<file path="src/rtl/hazard_ctrl.sv">
// hazard_ctrl: ID-stage forwarding selects, load-use and MDU stalls, MDU busy
// sequencing and a saturating stall-cycle counter for the 5-stage MIPS core.
`default_nettype none

module hazard_ctrl #(
  parameter int MDU_LATENCY = 4,
  parameter int CNT_W       = 16
) (
  input  logic             clk,
  input  logic             reset,
  input  logic             id_valid,
  input  logic [4:0]       id_rs,
  input  logic [4:0]       id_rt,
  input  logic             id_uses_rs,
  input  logic             id_uses_rt,
  input  logic             id_is_mdu,
  input  logic             id_is_mfhilo,
  input  logic             ex_wreg,
  input  logic             ex_m2reg,
  input  logic [4:0]       ex_dest,
  input  logic             mem_wreg,
  input  logic             mem_m2reg,
  input  logic [4:0]       mem_dest,
  output logic [1:0]       fwd_a,
  output logic [1:0]       fwd_b,
  output logic             stall,
  output logic             bubble,
  output logic             mdu_start,
  output logic             mdu_busy,
  output logic             mdu_done,
  output logic [CNT_W-1:0] stall_cnt
);

  localparam int CW = (MDU_LATENCY > 2) ? $clog2(MDU_LATENCY) : 1;

  typedef enum logic [0:0] {IDLE = 1'b0, BUSY = 1'b1} state_t;

  state_t           state_q, state_d;
  logic [CW-1:0]    cnt_q, cnt_d;
  logic [CNT_W-1:0] stall_cnt_q, stall_cnt_d;

  logic       lu, mdu_hz, stall_w, start_w, done_w;
  logic [1:0] fwd_a_w, fwd_b_w;

  // WB results are visible through the negedge-write regfile, so only EX/MEM forward.
  function automatic logic [1:0] fwd_sel(
    input logic       uses,
    input logic [4:0] src,
    input logic       exw,
    input logic       exl,
    input logic [4:0] exd,
    input logic       memw,
    input logic       meml,
    input logic [4:0] memd
  );
    logic [1:0] sel;
    sel = 2'b00;
    if (uses && exw && !exl && exd != 5'd0 && exd == src)
      sel = 2'b01;
    else if (uses && memw && memd != 5'd0 && memd == src)
      sel = meml ? 2'b11 : 2'b10;
    return sel;
  endfunction

  always_comb begin
    fwd_a_w = fwd_sel(id_uses_rs, id_rs, ex_wreg, ex_m2reg, ex_dest,
                      mem_wreg, mem_m2reg, mem_dest);
    fwd_b_w = fwd_sel(id_uses_rt, id_rt, ex_wreg, ex_m2reg, ex_dest,
                      mem_wreg, mem_m2reg, mem_dest);

    lu = id_valid && ex_wreg && ex_m2reg && (ex_dest != 5'd0) &&
         ((id_uses_rs && ex_dest == id_rs) || (id_uses_rt && ex_dest == id_rt));
    mdu_hz  = id_valid && (id_is_mdu || id_is_mfhilo) && (state_q == BUSY);
    stall_w = lu || mdu_hz;
    start_w = id_valid && id_is_mdu && !stall_w;
    done_w  = (state_q == BUSY) && (cnt_q == '0);

    state_d = state_q;
    cnt_d   = cnt_q;
    case (state_q)
      IDLE: begin
        if (start_w) begin
          state_d = BUSY;
          cnt_d   = CW'(MDU_LATENCY - 1);
        end
      end
      BUSY: begin
        if (cnt_q == '0) state_d = IDLE;
        else             cnt_d   = cnt_q - 1'b1;
      end
      default: state_d = IDLE;
    endcase

    stall_cnt_d = stall_cnt_q;
    if (stall_w && stall_cnt_q != {CNT_W{1'b1}})
      stall_cnt_d = stall_cnt_q + 1'b1;
  end

  always_ff @(posedge clk or posedge reset) begin
    if (reset) begin
      state_q     <= IDLE;
      cnt_q       <= '0;
      stall_cnt_q <= '0;
    end else begin
      state_q     <= state_d;
      cnt_q       <= cnt_d;
      stall_cnt_q <= stall_cnt_d;
    end
  end

  // Combinational outputs are forced low while reset is held.
  assign fwd_a     = reset ? 2'b00 : fwd_a_w;
  assign fwd_b     = reset ? 2'b00 : fwd_b_w;
  assign stall     = !reset && stall_w;
  assign bubble    = !reset && stall_w;
  assign mdu_start = !reset && start_w;
  assign mdu_busy  = !reset && (state_q == BUSY);
  assign mdu_done  = !reset && done_w;
  assign stall_cnt = stall_cnt_q;

endmodule

`default_nettype wire
</file>
<file path="config.mk">
export PLATFORM = sky130hd
export DESIGN_NAME = hazard_ctrl
export DESIGN_NICKNAME = d
export VERILOG_FILES = /design/src/rtl/hazard_ctrl.sv
export SDC_FILE = /design/constraint.sdc
export NUM_CORES = 1
export LEC_CHECK = 0
export ABC_AREA = 1
export CAP_MARGIN = 20
export CORE_MARGIN = 2
export CORE_UTILIZATION = 46
export CTS_CLUSTER_DIAMETER = 30
export DETAILED_ROUTE_END_ITERATION = 8
export GPL_TIMING_DRIVEN = 0
export PLACE_DENSITY = 0.81
export SETUP_SLACK_MARGIN = 0.05
export SKIP_LAST_GASP = 1
export SLEW_MARGIN = 10
export SYNTH_ARGS = -nofsm -noshare
export SYNTH_HDL_FRONTEND = slang
export SYNTH_SLANG_ARGS = --single-unit
</file>
<file path="constraint.sdc">
create_clock -name clk -period 3.5 [get_ports clk]
set_input_delay 1.05 -clock clk [delete_from_list [all_inputs] [get_ports clk]]
set_output_delay 1.05 -clock clk [all_outputs]
set_load 0.02 [all_outputs]
</file>
* After elaboration in Yosys (flattened, before gate mapping)
Index checks and enable logic that the tools add are counted.
** Word-level totals
- Register bits :: 19
- Bits of input ports :: 31
- Output and inout bits :: 25
- Word-level logic and storage cells :: 66
** Cells by class
- Add/sub/neg operators :: 2
- Eq/ne operators :: 7
- Muxes and demuxes :: 13
- Bitwise gates (word level) :: 1
- Reductions and logical operators :: 40
** Operator list (count)
- logical AND 1 bit :: 30
- == test 5 bit :: 4
- adder 16 x 1 -> 16 bit (second input constant) :: 1
- 2-to-1 mux 2 bit :: 8
- inequality test 16 bit (second input constant) :: 1
- nonzero test 5 bit :: 2
- inequality test 2 bit (second input constant) :: 2
- case mux 2 bit (2 select lines) :: 1
- logical NOT 1 bit :: 3
- logical OR 1 bit :: 3
- 2-to-1 mux 1 bit :: 3
- logical NOT 2 bit :: 1
- case mux 1 bit (2 select lines) :: 1
- AND reduction 2 bit :: 1
- subtractor 2 x 1 -> 2 bit (second input constant) :: 1
- inverter 1 bit :: 1

* Longest topological paths before layout
- Depth in word-level cells :: 9
- Depth in mapped cells :: 12
- Gate-level depth less buffers :: 11

* Worst setup path before layout
OpenSTA, ideal clock, no wires.
- Path kind :: in2out
- Start point :: input port reset
- End point :: output port fwd_a[1]
- Data arrival time :: 2378 ps
- Required time :: 2450 ps
- Path slack :: 72 ps
- Cell stages on the path :: 5
- Path buffers :: 0
- Path through :: inv_1 > nand2_1 > nor4b_1 > nand2_1 > nor2_1
** On the way
- Longest elaborated chain between the ends :: 1
** RTL lines
- start, declared :: line 10 : input logic reset,
- 2-to-1 mux 2 bit :: line 112 : assign fwd_a = reset ? 2'b00 : fwd_a_w;
- end, declared :: line 24 : output logic [1:0] fwd_a,
Every way passes these cells.

* Worst setup path after layout
- Start point :: input port id_uses_rs
- End point :: output port stall
** On the way
- Longest elaborated chain between the ends :: 5
** RTL lines
- start, declared :: line 14 : input logic id_uses_rs,
- logical AND 1 bit :: line 72 : ((id_uses_rs && ex_dest == id_rs) || (id_uses_rt && ex_dest == id_rt));
- logical OR 1 bit :: line 72
- logical AND 1 bit :: line 71 : lu = id_valid && ex_wreg && ex_m2reg && (ex_dest != 5'd0) &&
- logical OR 1 bit :: line 74 : stall_w = lu || mdu_hz;
- logical AND 1 bit :: line 114 : assign stall = !reset && stall_w;
- end, declared :: line 26 : output logic stall,
Every way passes these cells.

==> results.yml <==
synth:
  avgSynthCellArea_um2: 6.348
  syn_area_mm2: 0.001638
  async_flop_share_pct: 100.0
  synth_seq_area_share_pct: 29.03
  synth-seq-cells: 19
  ys_types: 29
  synth_edf_count: 0
  netlist_instances: 258
  yosysWarnings: 0
  synth_nets: 291
  ys.flop_type: "dfrtp_1"
detailed_routing:
  routed_via_density: 4.986
  post_drt_wl_per_cell_um: 12.09
  finalWirelength_um: 4413
  vias: 1820
  final_antenna_net_count: 0
  drt_iter0_drc: 182
  firstDrtPassIters: 4
  drc: 0
setup_path:
  path_max_fanout: 3
  r2r_cells: 10
  cp-end-kind: "output pin"
  r2r-start: "stall_cnt[0]$_DFFE_PP0P_"
  crit_required_ns: 2.45
  crit_arrival_ns: 2.34
  worst_r2r_endpoint: "stall_cnt[4]$_DFFE_PP0P_"
  r2r_slack_ns: 1.61
  crit_end: "stall"
  criticalPathCategory: "in -> out"
  critPathLaunchType: "primary input"
  crit_start: "id_uses_rs"
cells_and_area:
  drive_above_1_share_pct: 12.54
  fin_nets: 353
  design_area_mm2: 0.002287
  syn2layout_area_growth_pct: 39.65
  multi_input_area_mm2: 0.001027
  nFillCells: 334
  area.sequential_um2: 475.5
  num_antenna_cells: 0
placed_design:
  place.gp.congestion: 0.8963
  place_area_mm2: 0.002246
  io_buffer_count: 55
  dpl.hpwl_um: 3443
  place_ws_ns: -1.224
clock_tree:
  insertion_delay_ns: 0.32
  cts_buffers: 3
  cts_root_buffer: "clkbuf_4"
  cts_tree: "yes"
  cts_buffer_depth: 2
  clkSlewWorstSetupHoldPaths_ns: 0.12
  cts.sinks: 19
  ctsHoldBuffers: 0
  htree_levels: 1
timing:
  slew_headroom_pct: 66.67
  max_freq_mhz: 295.2
  setup_ws_ns: 0.1127
  hold_viol: 0
  setup_violations: 0
  rsz0062_at_grt: "true"
  tightest_slew_ns: 0.4972
  finalSetupTns_ns: 0
  slew_viol_final: 0
  clock_skew_ns: 0.007531
  period_needed_ns: 3.387
  min_period_over_period_pct: 96.78
global_route:
  grt_pass1_vias: 1672
  grt.overflow.total: 0
  grt_use_total_pct: 23.35
  grt_pass1_wl_um: 7438
  antenna_found_initial: 0
  grt_max_degree: 13
power_and_ir_drop:
  sw_frac_of_total_pct: 41.63
  p_leak_nw: 1.221
  combPwrFrac_pct: 45.9
  cellInternalPower_mw: 0.4593
  peakVddDrop_mv: 0.3471
  powerDensity_mw_per_mm2: 344.1
  power_switching_mw: 0.3277
  seq_power_share_pct: 38.6
  clkPwrFrac_pct: 15.5
min_path:
  min_from: "cnt_q[1]$_DFFE_PP0P_"
  hold_path.class: "reg -> reg"
  hold_depth: 2
flow_run:
  maxCapViolations: 0
floorplan:
  start_util_pct: 48.32
  die_x_um: 63.67
  dieHeight_um: 63.67
  design.core.area_mm2: 0.003390
  die_area_mm2: 0.004054
  rows: 21
  ioPinCount: 56
status:
  run_status: "finished, final reports clean"
-- Yosys cell counts (2+ instances only) --
cell type / instances / area (um2)
nand2_1: 102 / 382.9
inv_1: 33 / 123.9
nand3_1: 25 / 125.1
nor2_1: 20 / 75.07
dfrtp_1: 19 / 475.5
xor2_1: 11 / 96.34
nor3_1: 7 / 35.03
inv_2: 4 / 15.01
nand3b_1: 4 / 30.03
nand4_1: 4 / 25.02
xnor2_1: 4 / 35.03
o22ai_1: 3 / 18.77
buf_2: 2 / 10.01
ha_1: 2 / 25.02
nor3_4: 2 / 32.53
nor4_1: 2 / 12.51
o21ai_0: 2 / 10.01
-- worst min-delay path by stage --
stage                           endpoint  slack, ns
floorplan           cnt_q[1]$_DFFE_PP0P_       0.47
global placement    cnt_q[1]$_DFFE_PP0P_       0.50
detailed placement  cnt_q[1]$_DFFE_PP0P_       0.51
CTS                 cnt_q[1]$_DFFE_PP0P_       0.54
global route        cnt_q[1]$_DFFE_PP0P_       0.55
finish              cnt_q[1]$_DFFE_PP0P_       0.53
-- flip-flops by register name, summed over array words and instances (netlist names) --
signal	cells
stall_cnt	16
cnt_q	2
state_q	1
-- area by class of cell --
| type | count | share of cell area (%) |
|---|---|---|
| timing repair inverter | 1 | 0.2188 |
| inverter | 37 | 6.236 |
| multi-input combinational | 198 | 44.91 |
| buffer | 4 | 1.258 |
| clock buffer | 3 | 0.9847 |
| tap | 46 | 2.516 |
| clock inverter | 1 | 0.3282 |
| sequential | 19 | 20.79 |
| timing repair buffer | 56 | 22.76 |
-- kinds of logic (layout without fill, tap and decap cells) --
family	count (synthesis)	count (layout)	share of synthesized area (%)
buf+inv	41	102	10.24
simple gates	173	173	48.13
flops	19	19	29.03
fa+ha+maj	2	2	1.528
compound gates	8	8	3.056
xor+xnor	15	15	8.021
-- critical path, stage by stage --
cell and delay, ns:
clkdlybuf4s50_1 0.49, nand2_1 0.06, nor2_1 0.09, nand3_1 0.10, nand2_1 0.08, nand2_2 0.07, a21oi_2 0.14, buf_4 0.12
buf_4 0.12
-- layer usage --
layer,vias to the layer above,track usage (%),routed length [um]
li1,939,-,-
met1,828,30.53,2017
met2,48,38.82,2120
met3,5,4.464,229
met4,0,7.337,45
met5,-,0,0
-- power by group through the flow --
stage / Sequential [mW] / Combinational (mW) / Clock (mW)
global placement: 0.307 / 0.356 / 0
finish: 0.304 / 0.361 / 0.122
CTS: 0.304 / 0.363 / 0.126
detailed placement: 0.308 / 0.365 / 0
floorplan: 0.325 / 0.197 / 0
global route: 0.310 / 0.405 / 0.141
-- cell usage in the layout (no fill, tap or decap), types with 3 or more instances in the layout --
cell and instances:
clkbuf_4 3, nand3b_1 4, o22ai_1 3, buf_2 5, buf_4 5, xor2_1 11, inv_1 28, dfrtp_1 19
nand2_1 101, inv_2 8, nor2_1 19, dlymetal6s2s_1 3, xnor2_1 4, nand3_1 24, nor3_1 7, nand4_1 4
dlygate4sd2_1 19, clkdlybuf4s50_1 26
-- metrics by stage --
step	std cells	total power, mW	util [%]	hold WS [ns]
6_report	365	0.7870	67.48	0.5290
4_1_cts	365	0.7934	67.11	0.5362
3_5_place_dp	359	0.6733	66.26	0.5065
3_3_place_gp	359	0.6625	66.26	0.4964
2_1_floorplan	258	0.5226	-	0.4749
5_1_grt	365	0.8561	67.48	0.5474
-- repair_timing --
item,4_1_cts,5_1_grt
pin swaps,6,6
endpoints found under the setup margin,7,7
gates cloned,1,0
hold endpoints to repair,0,0
buffers inserted,1,0
resized for setup,62,5
(Power assumes the default switching activity.)
